<file path="config.mk">
export PLATFORM = sky130hd
export DESIGN_NAME = key_bounce_gen
export DESIGN_NICKNAME = d
export VERILOG_FILES = /design/src/rtl/key_bounce_gen.sv
export SDC_FILE = /design/constraint.sdc
export NUM_CORES = 1
export LEC_CHECK = 0
export ABC_AREA = 1
export CAP_MARGIN = 20
export CELL_PAD_IN_SITES_DETAIL_PLACEMENT = 0
export CELL_PAD_IN_SITES_GLOBAL_PLACEMENT = 1
export CORE_UTILIZATION = 25
export CTS_CLUSTER_SIZE = 16
export DETAILED_ROUTE_END_ITERATION = 8
export PLACE_DENSITY_LB_ADDON = 0.15
export SYNTH_ARGS = -nofsm -noshare
export SYNTH_HDL_FRONTEND = slang
export SYNTH_SLANG_ARGS = --single-unit
</file>
<file path="constraint.sdc">
create_clock -name clk_i -period 3.15 [get_ports clk_i]
set_input_delay 0.7875 -clock clk_i [delete_from_list [all_inputs] [get_ports clk_i]]
set_output_delay 0.7875 -clock clk_i [all_outputs]
set_load 0.1 [all_outputs]
</file>
<file path="src/rtl/key_bounce_gen.sv">
// key_bounce_gen -- mechanical key emulator for exercising debouncers.
//
// When a press request is accepted, key_o plays out three phases:
//   1. A bounce burst of 2*BOUNCE_CNT segments (1,0,1,0,...).
//   2. A stable high hold of HOLD_TICKS cycles.
//   3. Optionally, a release burst of 2*BOUNCE_CNT segments (0,1,0,1,...).
// The sequence ends with key_o low and a one-cycle done strobe.
//
// Every segment lasts L cycles. L comes from glitch_len_i, which is latched
// when the request is accepted; values above GLITCH_TICKS_MAX are clamped
// to GLITCH_TICKS_MAX. A value of 0 selects LFSR-random segment lengths.
//
// Optional feature macro: KEY_BOUNCE_RELEASE_EN
//   defined   - the release burst (phase 3) is generated.
//   undefined - key_o falls cleanly right after the hold.
//
// Ports
//   clk_i        clock
//   srst_i       synchronous reset, active-high
//   req_i        press request, accepted only while ready_o=1
//   glitch_len_i fixed segment length, 0 = random
//   ready_o      idle, a request can be accepted
//   key_o        raw key line, 1 = pressed (registered)
//   done_stb_o   one-cycle strobe: sequence finished, key_o is low
module key_bounce_gen #(
  parameter int          BOUNCE_CNT       = 2,
  parameter int          GLITCH_TICKS_MAX = 4,
  parameter int          HOLD_TICKS       = 10,
  parameter logic [15:0] LFSR_SEED        = 16'hACE1
) (
  input  logic                              clk_i,
  input  logic                              srst_i,
  input  logic                              req_i,
  input  logic [$clog2(GLITCH_TICKS_MAX):0] glitch_len_i,
  output logic                              ready_o,
  output logic                              key_o,
  output logic                              done_stb_o
);

  localparam int LW   = $clog2(GLITCH_TICKS_MAX);
  localparam int GLW  = LW + 1;
  localparam int SEGS = 2 * BOUNCE_CNT;
  localparam int LAST = (SEGS > 0) ? SEGS - 1 : 0;
  localparam int SW   = (SEGS > 1) ? $clog2(SEGS) : 1;
  localparam int CMAX = (HOLD_TICKS > GLITCH_TICKS_MAX) ?
                        ((HOLD_TICKS > SEGS) ? HOLD_TICKS : SEGS) :
                        ((GLITCH_TICKS_MAX > SEGS) ? GLITCH_TICKS_MAX : SEGS);
  localparam int CW   = $clog2(CMAX + 1);

  localparam logic [CW-1:0] HOLD_M1 = CW'(HOLD_TICKS - 1);
  localparam logic [SW-1:0] SEG_END = SW'(LAST);

  localparam logic [1:0] S_IDLE  = 2'd0;
  localparam logic [1:0] S_PRESS = 2'd1;
  localparam logic [1:0] S_HOLD  = 2'd2;
`ifdef KEY_BOUNCE_RELEASE_EN
  localparam logic [1:0] S_REL   = 2'd3;
`endif

  logic [1:0]     state;
  logic [CW-1:0]  cnt;      // cycles remaining in the current segment, minus one
  logic [SW-1:0]  seg;      // segment index within a bounce burst
  logic [GLW-1:0] glen_q;
  logic [15:0]    lfsr;
  logic [15:0]    lfsr_nxt;

  // Fibonacci LFSR, taps for x^16+x^14+x^13+x^11+1
  assign lfsr_nxt = {lfsr[14:0], lfsr[15] ^ lfsr[13] ^ lfsr[12] ^ lfsr[10]};

  // Segment length minus one, ready to load into cnt
  function automatic logic [CW-1:0] seg_m1(input logic [GLW-1:0] g,
                                           input logic [LW-1:0]  rnd);
    if (g == '0)
      seg_m1 = CW'(rnd);
    else if (g > GLW'(GLITCH_TICKS_MAX))
      seg_m1 = CW'(GLITCH_TICKS_MAX - 1);
    else
      seg_m1 = CW'(g) - CW'(1);
  endfunction

  assign ready_o = (state == S_IDLE);

  always_ff @(posedge clk_i) begin
    if (srst_i) begin
      state      <= S_IDLE;
      key_o      <= 1'b0;
      done_stb_o <= 1'b0;
      lfsr       <= LFSR_SEED;
      cnt        <= '0;
      seg        <= '0;
      glen_q     <= '0;
    end else begin
      done_stb_o <= 1'b0;
      case (state)
        S_IDLE: begin
          if (req_i) begin
            glen_q <= glitch_len_i;
            key_o  <= 1'b1;
            if (SEGS > 0) begin
              // The first segment is sized from the live input, because glen_q is only being loaded now.
              state <= S_PRESS;
              seg   <= '0;
              cnt   <= seg_m1(glitch_len_i, lfsr[LW-1:0]);
              lfsr  <= lfsr_nxt;
            end else begin
              state <= S_HOLD;
              cnt   <= HOLD_M1;
            end
          end
        end
        S_PRESS: begin
          if (cnt != '0) begin
            cnt <= cnt - CW'(1);
          end else if (seg == SEG_END) begin
            state <= S_HOLD;
            key_o <= 1'b1;
            cnt   <= HOLD_M1;
          end else begin
            seg   <= seg + SW'(1);
            key_o <= ~key_o;
            cnt   <= seg_m1(glen_q, lfsr[LW-1:0]);
            lfsr  <= lfsr_nxt;
          end
        end
        S_HOLD: begin
          if (cnt != '0) begin
            cnt <= cnt - CW'(1);
          end else begin
`ifdef KEY_BOUNCE_RELEASE_EN
            if (SEGS > 0) begin
              state <= S_REL;
              seg   <= '0;
              key_o <= 1'b0;
              cnt   <= seg_m1(glen_q, lfsr[LW-1:0]);
              lfsr  <= lfsr_nxt;
            end else begin
              state      <= S_IDLE;
              key_o      <= 1'b0;
              done_stb_o <= 1'b1;
            end
`else
            state      <= S_IDLE;
            key_o      <= 1'b0;
            done_stb_o <= 1'b1;
`endif
          end
        end
`ifdef KEY_BOUNCE_RELEASE_EN
        S_REL: begin
          if (cnt != '0) begin
            cnt <= cnt - CW'(1);
          end else if (seg == SEG_END) begin
            state      <= S_IDLE;
            key_o      <= 1'b0;
            done_stb_o <= 1'b1;
          end else begin
            seg   <= seg + SW'(1);
            key_o <= ~key_o;
            cnt   <= seg_m1(glen_q, lfsr[LW-1:0]);
            lfsr  <= lfsr_nxt;
          end
        end
`endif
        default: state <= S_IDLE;
      endcase
    end
  end

endmodule

</file>
==> impl_metrics.prom, run 1 <==
# TYPE chip_impl_metric gauge
chip_impl_info{name="run_status",value="completed"} 1
chip_impl_metric{name="fin_setup_tns",unit="ns"} 0
chip_impl_metric{name="slew_headroom",unit="%"} 57.8
chip_impl_metric{name="clockPowerShare",unit="%"} 18.0
chip_impl_metric{name="dieArea",unit="um2"} 6650
chip_impl_metric{name="cts.reportedPaths.clkPinSlew",unit="ns"} 0.07
chip_impl_info{name="crit_slowest_cell",value="sky130_fd_sc_hd__dfxtp_1"} 1
chip_impl_metric{name="worst_skew_pair_latency",unit="ns"} 0.28
chip_impl_metric{name="synthCells",unit=""} 209
chip_impl_metric{name="timing.clock.skew",unit="ns"} 0.00440
chip_impl_metric{name="synthDominantCellAreaShare",unit="%"} 36.7
chip_impl_metric{name="ant_nets",unit=""} 0
chip_impl_metric{name="syn_area",unit="um2"} 1580
chip_impl_metric{name="pwr_density_cell",unit="nW/um2"} 1060
chip_impl_info{name="setup_repair_after_global_routing_missed_its_margin",value="false"} 1
chip_impl_metric{name="cts_htree_levels",unit=""} 2
chip_impl_metric{name="pre_cts_ws",unit="ns"} 0.788
chip_impl_metric{name="tritoncts_num_sinks",unit=""} 29
chip_impl_metric{name="floorplan.rows",unit=""} 28
chip_impl_metric{name="initial_antenna_violation_count",unit=""} 0
chip_impl_metric{name="finalWeightedCongestion",unit=""} 0.706
chip_impl_metric{name="timing_worst_slew_pin_value",unit="ns"} 0.632
chip_impl_info{name="ctsRootBufferMaster",value="sky130_fd_sc_hd__clkbuf_8"} 1
chip_impl_metric{name="critPathBufInv",unit=""} 2
chip_impl_metric{name="switchingPower",unit="mW"} 0.898
chip_impl_metric{name="clock_path_buffers",unit=""} 2
chip_impl_info{name="setup.worst_path.start_class",value="flip-flop"} 1
chip_impl_metric{name="ir_worst_vdd",unit="V"} 0.000353
chip_impl_metric{name="synthesis.area_per_instance",unit="um2"} 7.57
chip_impl_metric{name="dr_pass1_iterations",unit=""} 4
chip_impl_metric{name="effective_utilization_at_floorplan",unit="%"} 26.2
chip_impl_metric{name="global_route_wire_length_before_repair",unit="mm"} 5.86
chip_impl_metric{name="detailedRoute.firstIterationViolations",unit=""} 45
chip_impl_info{name="yosysTopAreaCell",value="sky130_fd_sc_hd__dfxtp_1"} 1
chip_impl_metric{name="vias_in_the_first_global_route",unit=""} 1231
chip_impl_metric{name="numCtsBuffers",unit=""} 5
chip_impl_metric{name="critPathMaxStageDelay",unit="ns"} 0.33
chip_impl_metric{name="finalWorstPathRequiredPeriod",unit="ns"} 2.07
chip_impl_metric{name="layout_setup_ws",unit="ns"} 1.08
chip_impl_metric{name="combinationalPowerShare",unit="%"} 52.4
chip_impl_metric{name="place.port_buffers",unit=""} 8
chip_impl_metric{name="design.portCount",unit=""} 9
chip_impl_metric{name="power",unit="mW"} 1.92
chip_impl_metric{name="antenna_cells",unit=""} 0
chip_impl_info{name="synth.top_cells.by_area",value="sky130_fd_sc_hd__dfxtp_1, sky130_fd_sc_hd__nand2_1, sky130_fd_sc_hd__a21oi_1, sky130_fd_sc_hd__ha_1, sky130_fd_sc_hd__inv_1"} 1
chip_impl_metric{name="data_required_time_of_the_worst_path",unit="ns"} 2.36
chip_impl_info{name="crit_path_end_kind",value="primary output"} 1
chip_impl_metric{name="timing_hold_violations_final",unit=""} 0
chip_impl_metric{name="final-setup-viol-count",unit=""} 0
chip_impl_info{name="cell_breakdown_of_the_critical_path",value="inv_1 > ha_1 > buf_4"} 1
chip_impl_metric{name="largest_net_degree_at_the_start_of_global_routing",unit=""} 28
chip_impl_metric{name="die_h",unit="um"} 81.5
chip_impl_info{name="layout_common_cells",value="sky130_fd_sc_hd__nand2_1, sky130_fd_sc_hd__dfxtp_1, sky130_fd_sc_hd__inv_1, sky130_fd_sc_hd__a21oi_1, sky130_fd_sc_hd__o21ai_0"} 1
chip_impl_metric{name="critPathArrivalTime",unit="ns"} 1.29
chip_impl_metric{name="utilization",unit="%"} 30.2
chip_impl_metric{name="power_frac_seq",unit="%"} 29.7
chip_impl_metric{name="cts_hold_repair.buffers",unit=""} 0
chip_impl_metric{name="detail_route.drc_violations",unit=""} 0
chip_impl_metric{name="switching_share",unit="%"} 46.8
chip_impl_metric{name="worst_hold_slack",unit="ns"} 0.457
chip_impl_metric{name="path_depth",unit=""} 3
chip_impl_metric{name="synth.yosys.warnings",unit=""} 0
chip_impl_metric{name="power_report.internal_total",unit="mW"} 1.02
chip_impl_metric{name="post_route_cells_drive_above_1_share",unit="%"} 14.9
chip_impl_metric{name="core-area",unit="um2"} 6030
chip_impl_metric{name="nets",unit=""} 237
chip_impl_info{name="tritoncts",value="yes"} 1
chip_impl_metric{name="globalRouteOverflowTotal",unit=""} 0
chip_impl_metric{name="synth_fp_nets",unit=""} 225
chip_impl_metric{name="hold_depth",unit=""} 2
chip_impl_info{name="kind_of_cell_with_the_highest_combined_delay_on_the_critical_path",value="buffers and inverters"} 1
chip_impl_metric{name="dieWidth",unit="um"} 81.5
chip_impl_metric{name="total_leakage_power",unit="nW"} 0.792
chip_impl_metric{name="routed_wire_length_per_instance",unit="um"} 11.5
chip_impl_metric{name="synth_seq_area_share",unit="%"} 36.7
chip_impl_metric{name="max-cap-violations",unit=""} 0
chip_impl_metric{name="cts_resized",unit=""} 0
chip_impl_metric{name="period_share",unit="%"} 65.8
chip_impl_metric{name="syn_to_final_growth",unit="%"} 15.0
chip_impl_metric{name="post-cts-setup-buffer-count",unit=""} 0
chip_impl_metric{name="r2r.worst_path.cells",unit=""} 8
chip_impl_metric{name="vias_per_cell",unit=""} 4.46
chip_impl_metric{name="detail_route.wirelength",unit="mm"} 3.41
chip_impl_metric{name="ys_types",unit=""} 26
chip_impl_info{name="worst-setup-path-type",value="reg2out"} 1
chip_impl_metric{name="max_clock_freq",unit="MHz"} 482
chip_impl_metric{name="globalRouteTotalUtil",unit="%"} 12.0
chip_impl_metric{name="dp_hpwl",unit="mm"} 2.53
chip_impl_info{name="layout_commonest_cell",value="sky130_fd_sc_hd__nand2_1"} 1
chip_impl_metric{name="slew_viol_final",unit=""} 0
chip_impl_metric{name="vias",unit=""} 1325
chip_impl_info{name="hold_path.class",value="reg2reg"} 1
chip_impl_metric{name="synth-seq-cells",unit=""} 29
chip_impl_metric{name="timing.critical_path.fanout_max",unit=""} 4
[through the flow]
step	instance area [um2]	instances
2_1_floorplan	1580	209
3_3_place_gp	1720	289
3_5_place_dp	1720	289
4_1_cts	1820	297
5_1_grt	1820	297
6_report	1820	297
[area by class of cell]
type	instances	area, um2
Timing Repair Buffer	9	80.1
Sequential cell	29	581
Clock buffer	7	96.3
Inverter	29	114
Fill cell	684	4210
Multi-Input combinational cell	147	850
Clock inverter	1	5.00
Tap cell	75	93.8
[worst min-delay path: cells and delay by family, from the launching register on]
kind	cells	cell delay, ns
flip-flops	1	0.32
AND/OR/NAND/NOR	2	0.10
[final timing paths]
| check | from | endpoint | slack (ns) |
|---|---|---|---|
| setup / recovery | state[0] | ready_o | 1.08 |
| hold / removal | lfsr[6] | lfsr[7] | 0.46 |
| setup reg to reg | state[0] | lfsr[9] | 1.39 |
| hold reg to reg | lfsr[6] | lfsr[7] | 0.46 |
[metal layers]
metal	routed length [um]	up-vias	GRT usage, %
li1	-	714	-
met1	1700	599	15.5
met2	1580	6	18.5
met3	76	6	3.33
met4	58	0	4.82
met5	0	-	0
[cells by family after synthesis]
logic type / synth area share [%]
compound gates: 20.6
simple gates: 23.5
fa+ha+maj: 7.91
xor+xnor: 1.66
buf+inv: 9.57
flops: 36.7
[sequential cells by signal, summed over array words and instances, names as in the netlist]
signal	flops
cnt	4
done_stb_o	1
glen_q	3
key_o	1
lfsr	16
seg	2
state	2
[power groups by stage]
stage	logic, mW	clock network (mW)	registers [mW]
floorplan	0.813	0	0.616
global placement	1.04	0	0.581
detailed placement	1.02	0	0.578
CTS	1.02	0.359	0.569
global route	1.15	0.372	0.587
finish	1.01	0.345	0.569
[Yosys cell counts, drive strengths merged]
master,count
a21oi,28
buf,3
clkbuf,1
clkinv,1
dfxtp,29
ha,10
inv,28
nand2,49
nand3,15
nand3b,1
nand4,1
nor2,10
nor3,3
o211a,1
o211ai,5
o21ai,20
or2,1
xnor2,3
Note: power is estimated with default switching activity, not from simulation.
==> inputs of run 2 (changes only) <==
==> constraint.sdc (replaced) <==
create_clock -name clk_i -period 2.1 [get_ports clk_i]
set_input_delay 0.525 -clock clk_i [delete_from_list [all_inputs] [get_ports clk_i]]
set_output_delay 0.525 -clock clk_i [all_outputs]
set_load 0.1 [all_outputs]
==> impl_metrics.prom, run 2 (synthesis results as in run 1) <==
# TYPE chip_impl_metric gauge
chip_impl_info{name="run_status",value="completed"} 1
chip_impl_metric{name="critPathMaxStageDelay",unit="ns"} 0.50
chip_impl_metric{name="dp_hpwl",unit="mm"} 2.50
chip_impl_metric{name="antenna_cells",unit=""} 0
chip_impl_metric{name="cts.reportedPaths.clkPinSlew",unit="ns"} 0.06
chip_impl_metric{name="vias_in_the_first_global_route",unit=""} 1225
chip_impl_info{name="setup_repair_after_global_routing_missed_its_margin",value="false"} 1
chip_impl_metric{name="max_clock_freq",unit="MHz"} 576
chip_impl_metric{name="total_leakage_power",unit="nW"} 0.810
chip_impl_metric{name="timing_hold_violations_final",unit=""} 0
chip_impl_metric{name="post-cts-setup-buffer-count",unit=""} 0
chip_impl_metric{name="vias",unit=""} 1321
chip_impl_metric{name="critPathArrivalTime",unit="ns"} 1.90
chip_impl_metric{name="met3_wirelength",unit="um"} 65
chip_impl_metric{name="clock_path_buffers",unit=""} 2
chip_impl_metric{name="utilization",unit="%"} 30.9
chip_impl_metric{name="numCtsBuffers",unit=""} 5
chip_impl_info{name="layout_common_cells",value="sky130_fd_sc_hd__nand2_1, sky130_fd_sc_hd__dfxtp_1, sky130_fd_sc_hd__inv_1, sky130_fd_sc_hd__a21oi_1, sky130_fd_sc_hd__o21ai_0"} 1
chip_impl_metric{name="worst_skew_pair_latency",unit="ns"} 0.28
chip_impl_metric{name="place.port_buffers",unit=""} 8
chip_impl_metric{name="initial_antenna_violation_count",unit=""} 0
chip_impl_metric{name="syn_to_final_growth",unit="%"} 17.6
chip_impl_metric{name="global_route_wire_length_before_repair",unit="mm"} 5.69
chip_impl_metric{name="slew_viol_final",unit=""} 0
chip_impl_metric{name="finalWorstPathRequiredPeriod",unit="ns"} 1.74
chip_impl_metric{name="dieWidth",unit="um"} 81.5
chip_impl_metric{name="fin_setup_tns",unit="ns"} 0
chip_impl_info{name="setup.worst_path.start_class",value="input port"} 1
chip_impl_metric{name="detailedRoute.firstIterationViolations",unit=""} 41
chip_impl_info{name="crit_slowest_cell",value="sky130_fd_sc_hd__clkdlybuf4s50_1"} 1
chip_impl_metric{name="largest_net_degree_at_the_start_of_global_routing",unit=""} 20
chip_impl_metric{name="filler_cell_count",unit=""} 679
chip_impl_info{name="worst-setup-path-type",value="in2reg"} 1
chip_impl_metric{name="timing_worst_slew_pin_value",unit="ns"} 0.355
chip_impl_metric{name="dieArea",unit="um2"} 6650
chip_impl_metric{name="floorplan.rows",unit=""} 28
chip_impl_metric{name="data_required_time_of_the_worst_path",unit="ns"} 2.26
chip_impl_metric{name="ir_worst_vdd",unit="V"} 0.000567
chip_impl_metric{name="max-cap-violations",unit=""} 0
chip_impl_metric{name="slew_headroom",unit="%"} 76.3
chip_impl_metric{name="design.portCount",unit=""} 9
chip_impl_metric{name="effective_utilization_at_floorplan",unit="%"} 26.2
chip_impl_info{name="cell_breakdown_of_the_critical_path",value="clkdlybuf4s50_1 > inv_1 > ha_1 > nor2_1 > nand2_1 > o21ai_0 > a21oi_1 > nand2_1 > a21oi_1"} 1
chip_impl_info{name="tritoncts",value="yes"} 1
chip_impl_metric{name="timing.clock.skew",unit="ns"} 0.00767
chip_impl_metric{name="period_share",unit="%"} 82.7
chip_impl_metric{name="cts_htree_levels",unit=""} 2
chip_impl_metric{name="nets",unit=""} 240
chip_impl_metric{name="largest_register_ffs",unit=""} 16
chip_impl_metric{name="finalWeightedCongestion",unit=""} 0.744
chip_impl_metric{name="timing.critical_path.fanout_max",unit=""} 4
chip_impl_info{name="crit_path_end_kind",value="flip-flop"} 1
chip_impl_metric{name="met2_length",unit="mm"} 1.61
chip_impl_metric{name="cts_resized",unit=""} 0
chip_impl_metric{name="final-setup-viol-count",unit=""} 0
chip_impl_metric{name="detail_route.drc_violations",unit=""} 0
chip_impl_info{name="most_flop_heavy_register",value="lfsr"} 1
chip_impl_metric{name="tritoncts_num_sinks",unit=""} 29
chip_impl_metric{name="die_h",unit="um"} 81.5
chip_impl_metric{name="globalRouteOverflowTotal",unit=""} 0
chip_impl_metric{name="detail_route.wirelength",unit="mm"} 3.33
chip_impl_metric{name="post_route_cells_drive_above_1_share",unit="%"} 16.1
chip_impl_info{name="reg.largest.list",value="lfsr x16, cnt x4, glen_q x3"} 1
chip_impl_info{name="hold_path.class",value="reg2reg"} 1
chip_impl_info{name="top_signal_layer_used",value="met4"} 1
chip_impl_metric{name="routed_wire_length_per_instance",unit="um"} 11.1
chip_impl_info{name="layout_commonest_cell",value="sky130_fd_sc_hd__nand2_1"} 1
chip_impl_metric{name="dr_pass1_iterations",unit=""} 4
chip_impl_metric{name="power",unit="mW"} 3.00
chip_impl_metric{name="cts_hold_repair.buffers",unit=""} 0
chip_impl_metric{name="vias_per_cell",unit=""} 4.42
chip_impl_metric{name="globalRouteTotalUtil",unit="%"} 11.5
chip_impl_info{name="ctsRootBufferMaster",value="sky130_fd_sc_hd__clkbuf_8"} 1
chip_impl_metric{name="pwr_density_cell",unit="nW/um2"} 1610
chip_impl_info{name="kind_of_cell_with_the_highest_combined_delay_on_the_critical_path",value="buffers and inverters"} 1
chip_impl_metric{name="total_routed_wire_length_on_the_met1_layer",unit="mm"} 1.62
chip_impl_metric{name="ant_nets",unit=""} 0
chip_impl_metric{name="core-area",unit="um2"} 6030
chip_impl_metric{name="critPathBufInv",unit=""} 2
==> run 2: cell types whose count changed in the layout (fill, tap and decap cells not counted), sizes merged <==
| cell | before | now |
|---|---|---|
| bufinv | 0 | 1 |
| buf | 4 | 7 |
| clkbuf | 7 | 5 |
==> run 2: path summary, 6_finish.rpt <==
kind                         from        to  slack (ns)  cells after the start
setup / recovery  glitch_len_i[0]    cnt[0]        0.36                      9
hold / removal            lfsr[6]   lfsr[7]        0.46                      2
setup reg to reg         state[1]  state[0]        0.42                      8
hold reg to reg           lfsr[6]   lfsr[7]        0.46                      2
==> run 2: power breakdown <==
group          switching, mW  internal (mW)  leakage [nW]
combinational           1.01          0.567         0.516
sequential             0.118          0.739         0.240
clock                  0.215          0.344        0.0540
==> run 2: metrics by stage <==
| stage | cells | hold slack, ns | instance area [um2] | setup slack, ns |
|---|---|---|---|---|
| floorplan | 209 | 0.429 | 1580 | 0.320 |
| global placement | 292 | 0.452 | 1760 | 0.0692 |
| detailed placement | 292 | 0.450 | 1760 | 0.0880 |
| CTS | 299 | 0.466 | 1860 | 0.377 |
| global route | 299 | 0.481 | 1860 | 0.190 |
| finish | 299 | 0.458 | 1860 | 0.363 |
==> run 2: worst reg2reg max path, stage by stage, from the launching register on <==
cell and delay (ns):
sky130_fd_sc_hd__dfxtp_1 0.35, sky130_fd_sc_hd__inv_1 0.09, sky130_fd_sc_hd__ha_1 0.28, sky130_fd_sc_hd__nor2_1 0.24
sky130_fd_sc_hd__inv_1 0.14, sky130_fd_sc_hd__nand2_1 0.15, sky130_fd_sc_hd__nand3_1 0.12, sky130_fd_sc_hd__o21ai_0 0.16
sky130_fd_sc_hd__a21oi_1 0.05
==> run 2: cell type report <==
class                      instances  area [um2]  area share (%)
sequential                        29         581            31.2
clock buffer                       5        68.8            3.70
timing repair buffer              12         115            6.19
inverter                          29         114            6.12
tap                               75        93.8            5.05
multi-input combinational        147         852            45.8
clock inverter                     2        35.0            1.88
==> run 2: layer usage <==
layer  up-vias  track usage (%)
met5         -                0
met4         0             4.29
met3         5             3.00
met2         5             19.0
met1       598             14.3
li1        713                -
